==> src/rtl/ascii_scroll_ctrl.sv <==
// Scroll controller for a five-digit ASCII display: writable message buffer with a
// five-character window that optionally scrolls left once every TickDiv cycles.
module ascii_scroll_ctrl #(
  parameter int unsigned Depth   = 16,
  parameter int unsigned TickDiv = 12_500_000
) (
  input  logic                     clk_i,
  input  logic                     rst_i,
  input  logic                     wr_en_i,
  input  logic [$clog2(Depth)-1:0] wr_addr_i,
  input  logic [7:0]               wr_data_i,
  input  logic [$clog2(Depth):0]   msg_len_i,
  input  logic                     start_i,
  input  logic                     stop_i,
  input  logic                     pause_i,
  output logic [7:0]               char4_o,
  output logic [7:0]               char3_o,
  output logic [7:0]               char2_o,
  output logic [7:0]               char1_o,
  output logic [7:0]               char0_o,
  output logic                     scrolling_o,
  output logic                     wrap_o
);

  localparam int unsigned AW = $clog2(Depth);
  localparam int unsigned LW = AW + 1;
  localparam int unsigned TW = (TickDiv > 1) ? $clog2(TickDiv) : 1;

  typedef enum logic [1:0] {StIdle, StScroll, StPause} state_e;

  state_e         st_q, st_d;
  logic [AW-1:0]  off_q, off_d;
  logic [TW-1:0]  tick_q, tick_d;
  logic [LW-1:0]  len_q, len_d;
  logic           wrap_evt_q, wrap_evt_d;
  logic [7:0]     mem_q [Depth];
  logic [7:0]     char_q [5];
  logic           scrolling_q;
  logic           wrap_q;

  logic [LW-1:0]  len_clamp;
  logic [LW-1:0]  off_inc;
  logic [AW-1:0]  idx [5];

  // Modulo-L increment by compare-and-subtract; a is always below l.
  function automatic logic [AW-1:0] inc_mod(input logic [AW-1:0] a, input logic [LW-1:0] l);
    logic [LW-1:0] n;
    n = {1'b0, a} + LW'(1);
    return (n == l) ? '0 : n[AW-1:0];
  endfunction

  always_comb begin
    len_clamp = msg_len_i;
    if (msg_len_i == '0) begin
      len_clamp = LW'(1);
    end else if (msg_len_i > LW'(Depth)) begin
      len_clamp = LW'(Depth);
    end
  end

  assign off_inc = {1'b0, off_q} + LW'(1);

  always_comb begin
    st_d       = st_q;
    off_d      = off_q;
    tick_d     = tick_q;
    wrap_evt_d = 1'b0;
    // L follows MsgLen while idle and is frozen from Start onwards.
    len_d      = (st_q == StIdle || start_i) ? len_clamp : len_q;
    unique case (st_q)
      StIdle: begin
        off_d  = '0;
        tick_d = '0;
        if (start_i && !stop_i) st_d = StScroll;
      end
      StScroll, StPause: begin
        if (stop_i) begin
          st_d   = StIdle;
          off_d  = '0;
          tick_d = '0;
        end else if (start_i) begin
          st_d   = StScroll;
          off_d  = '0;
          tick_d = '0;
        end else if (pause_i) begin
          st_d = StPause;
        end else begin
          // Leaving PAUSE counts this cycle, so a deferred tick fires right away.
          st_d = StScroll;
          if (tick_q == TW'(TickDiv - 1)) begin
            tick_d = '0;
            if (off_inc == len_q) begin
              off_d      = '0;
              wrap_evt_d = 1'b1;
            end else begin
              off_d = off_inc[AW-1:0];
            end
          end else begin
            tick_d = tick_q + TW'(1);
          end
        end
      end
      default: st_d = StIdle;
    endcase
  end

  always_comb begin
    idx[0] = off_q;
    for (int i = 1; i < 5; i++) begin
      idx[i] = inc_mod(idx[i-1], len_q);
    end
  end

  always_ff @(posedge clk_i or posedge rst_i) begin
    if (rst_i) begin
      st_q        <= StIdle;
      off_q       <= '0;
      tick_q      <= '0;
      len_q       <= LW'(1);
      wrap_evt_q  <= 1'b0;
      scrolling_q <= 1'b0;
      wrap_q      <= 1'b0;
      for (int i = 0; i < 5; i++) char_q[i] <= 8'h20;
      for (int i = 0; i < int'(Depth); i++) mem_q[i] <= 8'h20;
    end else begin
      st_q        <= st_d;
      off_q       <= off_d;
      tick_q      <= tick_d;
      len_q       <= len_d;
      wrap_evt_q  <= wrap_evt_d;
      scrolling_q <= (st_q != StIdle);
      wrap_q      <= wrap_evt_q;
      for (int i = 0; i < 5; i++) char_q[4-i] <= mem_q[idx[i]];
      if (wr_en_i) mem_q[wr_addr_i] <= wr_data_i;
    end
  end

  assign char4_o     = char_q[4];
  assign char3_o     = char_q[3];
  assign char2_o     = char_q[2];
  assign char1_o     = char_q[1];
  assign char0_o     = char_q[0];
  assign scrolling_o = scrolling_q;
  assign wrap_o      = wrap_q;

endmodule
==> config.mk <==
export PLATFORM = sky130hd
export DESIGN_NAME = ascii_scroll_ctrl
export DESIGN_NICKNAME = d
export VERILOG_FILES = /design/src/rtl/ascii_scroll_ctrl.sv
export SDC_FILE = /design/constraint.sdc
export NUM_CORES = 1
export LEC_CHECK = 0
export BUFFER_PORTS_ARGS = -buffer_cell sky130_fd_sc_hd__clkbuf_2
export CAP_MARGIN = 5
export CORE_ASPECT_RATIO = 1.5
export CORE_MARGIN = 4
export CORE_UTILIZATION = 35
export DETAILED_ROUTE_END_ITERATION = 10
export MAX_ROUTING_LAYER = met4
export PLACE_DENSITY = 0.58
export SLEW_MARGIN = 20
export SYNTH_ARGS = -nofsm -noshare
export SYNTH_HDL_FRONTEND = slang
export SYNTH_SLANG_ARGS = --single-unit
==> constraint.sdc <==
create_clock -name clk_i -period 8.58 [get_ports clk_i]
set_input_delay 0.429 -clock clk_i [delete_from_list [all_inputs] [get_ports clk_i]]
set_output_delay 0.429 -clock clk_i [all_outputs]
set_load 0.02 [all_outputs]
==> impl_summary.md, run 1 <==
Floorplanning
The number of top-level design ports is 65. The floorplan step defined a die boundary enclosing about 44000 um^2. The width of the die is approximately 170 um.

The placeable core area is 40430 um^2. The effective utilization at floorplan is 35.52%. The floorplan has 90 rows. Measured along the y axis, the die boundary spans 256.1 um.

Power
VDD sags by at most 338.3 uV. In this run the power density over the cells is 454.5 nW/um^2. Of the total power, the share spent switching nets is 49.96%.

Internal power comes to 3.661 mW. Combinational logic burns between 60 and 70% of the power. In this run, flip-flops and latches consume between 20% and 30% of the power.

In this run the static leakage power is 6.488 nW. The portion of total power attributed to the clock network is 14.0%. The reported net switching power is roughly 3.7 mW.

Drt
For this run, the detailed router's first-pass iteration total came to 7. The via count of the routed design is around 13000. After detailed routing, the number of vias per cell comes to 6.439. In this run, the number of DRC markers left after iteration 0 of detailed routing was 1171. The detail route stage leaves a number of antenna-violating nets equal to 0. The DRC violations left is 0.

The final layout contains routed wiring with a total length of 53250 um. Dividing the detail-routed wire length by the instance count gives 26.72 um.

Status
The flow ran to the end, and the final reports show no timing, DRC or antenna violations.

Placement
The number of buffers added on ports is 64. Summing all placed instances gives a cell area of 15250 um^2. The routability congestion estimate from global placement is 0.9855.

The HPWL reported at the end of detailed placement is 35790 um. The number of placed instances, taps included is 1944.

Clocking
The number of H-tree levels is 1. After clock tree synthesis, the clock-pin slew on the worst setup and hold paths is 0.07 ns. Post-CTS timing repair inserted 0 buffers for setup. The sink count of the clock tree is 206.

The number of buffers created by CTS is 23. The clock insertion delay at the later pin of the skew report is 0.54 ns. In this run the deepest clock path goes through 3 buffers. In this run the clock root is driven by a sky130_fd_sc_hd__clkbuf_16.

The CTS tree is yes.

Yosys
For this run, the number of Yosys warnings is 0. The largest total area in the synthesized netlist belongs to sky130_fd_sc_hd__dfrtp_1. Counting every net in the synthesized netlist gives 1482.

The top flip-flop cell by instance count after synthesis is sky130_fd_sc_hd__dfrtp_1. The average size of a mapped cell is 9.889 um^2. The most common cell in the synthesized netlist is sky130_fd_sc_hd__nand2_1. The synthesized netlist contains 76 unique library cells.

Synthesis handed over a netlist of 1452 instances. The number of synthesized flops with an enable pin is 0. In the synthesized netlist, the cells that appear most often are 220 x sky130_fd_sc_hd__nand2_1, 184 x sky130_fd_sc_hd__dfrtp_1, 135 x sky130_fd_sc_hd__mux2_2.

The area share of the leading cell type in the synthesized netlist is 32.07%. The total of flip-flops plus latches after synthesis is 206. For this run, asynchronously set or reset flops after synthesis account for 100.0%. Summing every instance area after synthesis gives roughly 14000 um^2.

For this run, the register share of the synthesized area comes to 36.09%. Ranked by total cell area, the synthesized netlist is headed by sky130_fd_sc_hd__dfrtp_1 32%, sky130_fd_sc_hd__mux2_2 11%, sky130_fd_sc_hd__mux4_2 8.3%.

Setup path
The library cell appearing most often on the critical path is sky130_fd_sc_hd__inv_1. For flop-to-flop paths, the worst setup slack is 0.60 ns. The endpoint required time on the critical path is about 9.0 ns. The reg-to-reg startpoint is off_q[0]. The number of buffers and inverters on the critical path is 7. The delay of the slowest cell on the worst path is 0.45 ns. In this run the worst path has a maximum fanout of 17. The critical path startpoint category is a flip-flop. The critical path class is flip-flop to flip-flop. For the worst setup path, the data arrival time is 8.42 ns. STA classifies the critical path endpoint as a flip-flop. The critical-path cell with the highest stage delay is sky130_fd_sc_hd__or3_4. The number of cell instances on the worst register-to-register path is 33. The cell class contributing the biggest share of worst-path delay is compound AO/OA/AOI/OAI gates. The worst reg2reg path endpoint is char0_o[1].

Global routing
The all-layer global routing usage is approximately a quarter. The via count of the first global-routing pass is 12610. The global-route congestion overflow total is 0. The pin count of the biggest net entering global routing is 134.

The global-route wire length before repair is 80300 um. The number of antenna violations at the first check in global routing is 5.

Worst hold path
The worst hold endpoint is wrap_evt_q. The worst hold path belongs to the class input pin to flip-flop. Counting instances, the worst hold path has a depth of 2. The worst hold path begins at pause_i.

Cells and area
The number of nets in the final layout is 1495. The area added between synthesis and finish is 12.13%. Once layout is done, the placed cells without fillers occupy 16100 um^2. The share of layout cells above drive strength 1 is 26.32%.

After filler insertion, the fill cell instance count of the layout stands at between 3000 and 4000. Leaving out filler cells and counting taps, the final layout contains 1993.

Flow run
Max-cap violations in this run came to 0.

Timing
The pin slew with the least headroom to its limit is between 1 and 1.5 ns. Adding up every negative setup slack in the final design gives 0 ns. The final critical-path required period is 7.984 ns. Setup violations remaining at the end of the flow were counted as 0. The setup skew after layout is 0.01063 ns. The count of endpoints failing hold in the final timing report is 0. Setup repair after global routing left no endpoint under its margin. The period utilization is between 90% and 100%.

The count of pins over their slew limit is 0. The fmax is 125.3 MHz. Measured against its own limit, the worst slew margin works out to 29.04%.
-- how the worst max path moves through the flow --
| stage | start | slack (ns) | cells past startpoint | endpoint |
|---|---|---|---|---|
| 3_3_place_gp | off_q[0] | 0.60 | 33 | char0_o[2] |
| 2_1_floorplan | off_q[0] | 0.04 | 40 | char0_o[1] |
| 6_report | off_q[0] | 0.60 | 33 | char0_o[1] |
| 3_5_place_dp | off_q[0] | 0.30 | 33 | char0_o[1] |
| 5_1_grt | off_q[0] | 0.06 | 33 | char0_o[2] |
| 4_1_cts | off_q[0] | 0.26 | 33 | char0_o[1] |
-- metal layers --
metal / up-vias / track usage [%] / wire, um
met5: - / - / 0
met4: 0 / 11.74 / 3157
met3: 199 / 5.009 / 4672
met2: 726 / 38.49 / 25310
met1: 6362 / 28.50 / 20110
li1: 5546 / - / -
-- per-stage QoR --
step / setup WS, ns / hold slack (ns) / power [mW] / util (%)
finish: 0.5960 / 0.1061 / 7.317 / 39.83
global route: 0.05637 / 0.09188 / 7.694 / 39.82
CTS: 0.2587 / 0.08295 / 7.224 / 39.60
detailed placement: 0.2983 / 0.3455 / 6.168 / 37.71
global placement: 0.6022 / 0.3331 / 6.112 / 37.71
floorplan: 0.04436 / 0.3312 / 4.771 / -
-- logic make-up after synthesis --
logic type	after synthesis	synth area share [%]
AO/OA/AOI/OAI	316	16.41
XOR/XNOR	42	2.937
adder cells (fa/ha/maj)	7	0.6099
buffers and inverters	147	4.148
flip-flops	206	36.09
multiplexers	285	25.70
AND/OR/NAND/NOR	449	14.11
-- flip-flops by register name, indices dropped and copies added (netlist names) --
register	count
len_q	5
char0_o	8
char3_o	8
char4_o	8
tick_q	24
scrolling_o	1
st_q	2
off_q	4
mem_q	128
char1_o	8
wrap_o	1
wrap_evt_q	1
char2_o	8
-- cells in the final DEF, fill, tap and decap left out, drive strengths merged, types with 5 or more instances in the layout --
cell,instances
dfrtp,184
buf,44
mux2,139
nor3,20
ha,7
inv,27
o22ai,19
nor2,62
o31ai,8
or3,8
xnor2,19
a221o,6
a22oi,7
a21oi,44
and2,5
and3,29
o2bb2ai,8
a31oi,33
o211ai,22
a32oi,11
a311oi,11
a211oi,26
o221ai,24
a221oi,16
mux4,53
clkbuf,97
o32ai,20
nand2,221
dfstp,22
mux2i,93
nor4,10
nand2b,13
nand3b,5
nand3,60
nand4,8
diode,5
xor2,21
o21ai,32
-- layout make-up --
class / count / area [um^2] / share of cell area (%)
clock buffer: 33 / 653.1 / 4.057
multi-input combinational: 1099 / 8703 / 54.06
tap: 506 / 633.1 / 3.932
timing repair buffer: 109 / 696.9 / 4.329
inverter: 26 / 106.4 / 0.6606
clock inverter: 9 / 110.1 / 0.6839
sequential: 206 / 5185 / 32.20
antenna: 5 / 12.51 / 0.07771
-- repair_timing --
item,in CTS,in global routing
resized for setup,0,6
endpoints found under the setup margin,0,8
hold buffers,0,1
hold endpoints to repair,0,37
-- worst register-to-register path, delay by kind of cell (launching register included) --
family,cells,cell delay (ns)
DFF,1,0.43
adders and majority gates,4,1.11
buffers and inverters,7,0.95
xor gates and xnor gates,2,0.48
AOI/OAI and AO/OA,8,2.64
and+or+nand+nor,12,2.28
-- power by group through the flow --
stage	combinational, mW	sequential [mW]	clock [mW]
floorplan	3.19	1.58	0
global placement	4.50	1.62	0
detailed placement	4.55	1.62	0
CTS	4.57	1.60	1.05
global route	4.97	1.64	1.08
finish	4.68	1.61	1.02
Power figures use the tool's default switching activity.
==> run 2: changes to the inputs <==
Settings changed: RECOVER_POWER set to 100.
==> run 2 against run 1 <==
- the flow now finishes with violations (max-capacitance violations, max-slew violations)
- register-to-register slack worse by 0.14 ns
- first-iteration DRC count is 0.77% lower
- cell count hardly changed
- sequential share of layout area is 0.34 points higher
- hold slack worse by 0.0032 ns
- sequential power hardly changed
- global-route usage stayed put
- sequential cell count stayed put
- cell area is 1.0% lower
- non-clock buffer count stayed put
- total power is 0.49% lower
- critical path type unchanged
- critical endpoint is now char1_o[2]
- largest cell class unchanged
- highest routed layer unchanged
==> impl_summary.md, run 2 (same netlist as run 1, synthesis figures left out) <==
Timing
The minimum setup slack in the final design is 0.4561 ns (was 0.5960 ns). The headroom to the max-slew limit is -235.6% (was 29.04%). The setup skew after layout is 0.01169 ns (was 0.01063 ns). The final critical-path required period came to 8.124 ns (was 7.984 ns). The count of endpoints failing hold in the final timing report is 0 (unchanged).

The period utilization was 94.68% (was 93.05%). Unrepaired setup endpoints after global routing: no (unchanged). The count of pins over their slew limit is 190 (was 0).

The final setup violation count was 0 (unchanged). The fmax came to 123.1 MHz (was 125.3 MHz). The final hold slack was 0.1030 ns (was 0.1061 ns). The pin slew with the least headroom to its limit came to 5.035 ns (was 1.062 ns).

The sum of negative setup slack came to 0 ns (unchanged).

Drt
The total wirelength of the detailed-routed design is 53450 um (was 53250 um). The first-pass iteration count of the detailed router is 5 (was 7). The DRC violations left is 0 (unchanged). The via count of the routed design is 12890 (was 12830).

The number of DRC violations after detailed-routing iteration 0 is 1162 (was 1171). The post-detailed-route count of antenna-violating nets was 0 (unchanged). The detailed-route wire length per cell came to 26.83 um (was 26.72 um). The post-detailed-route via-to-cell ratio is 6.470 (was 6.439).

Setup path
The critical path arrival is 8.49 ns (was 8.42 ns). The endpoint required time on the critical path is 8.95 ns (was 9.02 ns). The endpoint kind of the worst setup timing path is a flip-flop (unchanged). The maximum fanout along the worst path is 27 (was 17). The critical path class was flip-flop to flip-flop (unchanged). The reg-to-reg startpoint is off_q[0] (unchanged).

The critical path startpoint category is a flip-flop (unchanged). The source of the critical timing path is off_q[0] (unchanged).

Status
The final reports fail on max-capacitance violations, max-slew violations. Run status: finished with violations (was completed).

Clocking
The clock transition at the registers of the reported paths is 0.07 ns (about the same). The CTS tree is yes (unchanged). The clock insertion delay at the later pin of the skew report is 0.54 ns (about the same). The number of H-tree levels is 1 (unchanged). The post-CTS repair timing setup buffer count is 0 (unchanged). The maximum root-to-sink buffer count was 3 (unchanged). The number of buffers created by CTS was 23 (unchanged). The root buffer cell is sky130_fd_sc_hd__clkbuf_16 (unchanged). The sink count of the clock tree came to 206 (unchanged).

Power
The cell area power density is 457.0 nW/um^2 (was 454.5 nW/um^2). The total power draw is 7.281 mW (was 7.317 mW). The leakage dissipation is 6.289 nW (was 6.488 nW). The worst voltage drop across the vdd grid is 335.8 uV (was 338.3 uV).

Cells and area
The total non-filler cell area in the finished layout is 15930 um^2 (was 16100 um^2). The number of nets in the final layout was 1495 (unchanged). The layout filler cell count is 3999 (was 3954). The flip-flop count of the largest register, all copies and words added is 128 (unchanged).

Regs by FF count: mem_q x128, tick_q x24 (unchanged). The final standard cell utilization of the core is 39.41% (was 39.83%). The most frequent standard cell in the layout excluding fill and tap cells is sky130_fd_sc_hd__nand2_1 (unchanged).

The top register by number of flip-flops is mem_q (unchanged). The share of layout cells above drive strength 1 is 22.06% (was 26.32%). The sequential cell area is 5185 um^2 (unchanged). Commonest non-fill, non-tap cells in the layout: 220 x sky130_fd_sc_hd__nand2_1, 182 x sky130_fd_sc_hd__dfrtp_1, 135 x sky130_fd_sc_hd__mux2_2, 93 x sky130_fd_sc_hd__mux2i_1, 62 x sky130_fd_sc_hd__nor2_1 (was 219 x sky130_fd_sc_hd__nand2_1, 182 x sky130_fd_sc_hd__dfrtp_1, 135 x sky130_fd_sc_hd__mux2_2, 93 x sky130_fd_sc_hd__mux2i_1, 64 x sky130_fd_sc_hd__clkbuf_2). The area added between synthesis and finish is 10.96% (was 12.13%). The final cell count without fillers was 1992 (was 1993). The area of the multi-input gates is 8657 um^2 (was 8703 um^2).

Floorplanning
The number of top-level design ports came to 65 (unchanged). The vertical die dimension is 256.1 um (unchanged). The row count came to 90 (unchanged). The die area is 44400 um^2 (unchanged). The width of the die came to 173.4 um (unchanged).

The placeable core area is 40430 um^2 (unchanged). The effective utilization at floorplan is 35.52% (unchanged).

Placement
The instance area at placement came to 15250 um^2 (unchanged). The HPWL reported at the end of detailed placement was 35790 um (unchanged). The number of placed instances, taps included is 1944 (unchanged). The routability congestion estimate from global placement is 0.9855 (unchanged). The minimum setup slack after placement is 0.2983 ns (unchanged). The number of buffers added on ports is 64 (unchanged).

Global routing
The all-layer global routing usage is 23.90% (unchanged). The global-route wire length before repair is 80300 um (unchanged). The via count of the first global-routing pass is 12610 (unchanged). The pin count of the biggest net entering global routing is 134 (unchanged).

The number of antenna violations at the first check in global routing is 5 (unchanged). The global-route congestion overflow total is 0 (unchanged).

Flow run
The number of maximum-capacitance violations is 6 (was 0).

Worst hold path
The type of the tightest min-delay check is input pin to flip-flop (unchanged). The worst min-delay path startpoint is pause_i (unchanged).
==> run 2: changes by cell type in the layout (fill, tap and decap cells not counted), moves of 3 or more <==
cell	before	now
sky130_fd_sc_hd__nor2_2	3	0
sky130_fd_sc_hd__nor2_1	59	62
sky130_fd_sc_hd__clkbuf_1	6	60
sky130_fd_sc_hd__clkbuf_2	64	20
sky130_fd_sc_hd__buf_4	41	31
==> run 2: final timing paths <==
kind,cells after the start,to,slack [ns]
min in group asynchronous,3,char2_o[6],0.97
worst min-delay path,2,wrap_evt_q,0.10
worst max register to register,20,char1_o[2],0.46
max in group asynchronous,5,char1_o[2],1.65
worst max-delay path,20,char1_o[2],0.46
worst min register to register,0,wrap_o,0.35
==> run 2: area by class of cell <==
cell class	count	area share, %
clock buffers	33	4.099
repair buffers	109	3.667
well taps	506	3.974
flip-flops and latches	206	32.54
clock inverters	9	0.6911
multi-input cells	1099	54.33
diodes	4	0.06282
inverters	26	0.6282
==> run 2: what timing repair did <==
item                                    in CTS  in global routing
endpoints found under the setup margin       0                  8
resized for setup                            0                  6
hold endpoints to repair                     0                 37
hold buffers                                 0                  1
==> run 2: worst max-delay path, cell delays in order, from the launching register on <==
cell and delay [ns]:
sky130_fd_sc_hd__dfrtp_2 0.43, sky130_fd_sc_hd__ha_1 0.38, sky130_fd_sc_hd__xnor2_2 0.22, sky130_fd_sc_hd__o211ai_1 0.15, sky130_fd_sc_hd__a211o_1 0.37, sky130_fd_sc_hd__nand2_1 0.13, sky130_fd_sc_hd__inv_1 0.06, sky130_fd_sc_hd__ha_1 0.25
sky130_fd_sc_hd__inv_1 0.11, sky130_fd_sc_hd__nor2_1 0.05, sky130_fd_sc_hd__a311o_1 0.38, sky130_fd_sc_hd__or3_1 0.41, sky130_fd_sc_hd__buf_4 0.31, sky130_fd_sc_hd__xnor2_1 0.30, sky130_fd_sc_hd__a32oi_1 0.63, sky130_fd_sc_hd__mux2_2 0.49
sky130_fd_sc_hd__a21oi_1 2.00, sky130_fd_sc_hd__o221ai_1 0.46, sky130_fd_sc_hd__o211ai_1 0.25, sky130_fd_sc_hd__a21oi_1 0.12, sky130_fd_sc_hd__a31oi_1 0.44
==> run 2: power breakdown <==
part / internal [mW] / switching (mW)
clock network: 0.593 / 0.432
logic: 1.77 / 2.87
registers: 1.27 / 0.349
total: 3.63 / 3.65
==> run 2: routing by layer <==
metal	vias to the layer above	track usage [%]	routed length (um)	part of all wire (%)
li1	5536	-	-	-
met1	6437	28.50	20120	38
met5	-	-	0	0
met3	195	5.009	4815	9.0
met2	720	38.49	25290	47
met4	0	11.74	3225	6.0
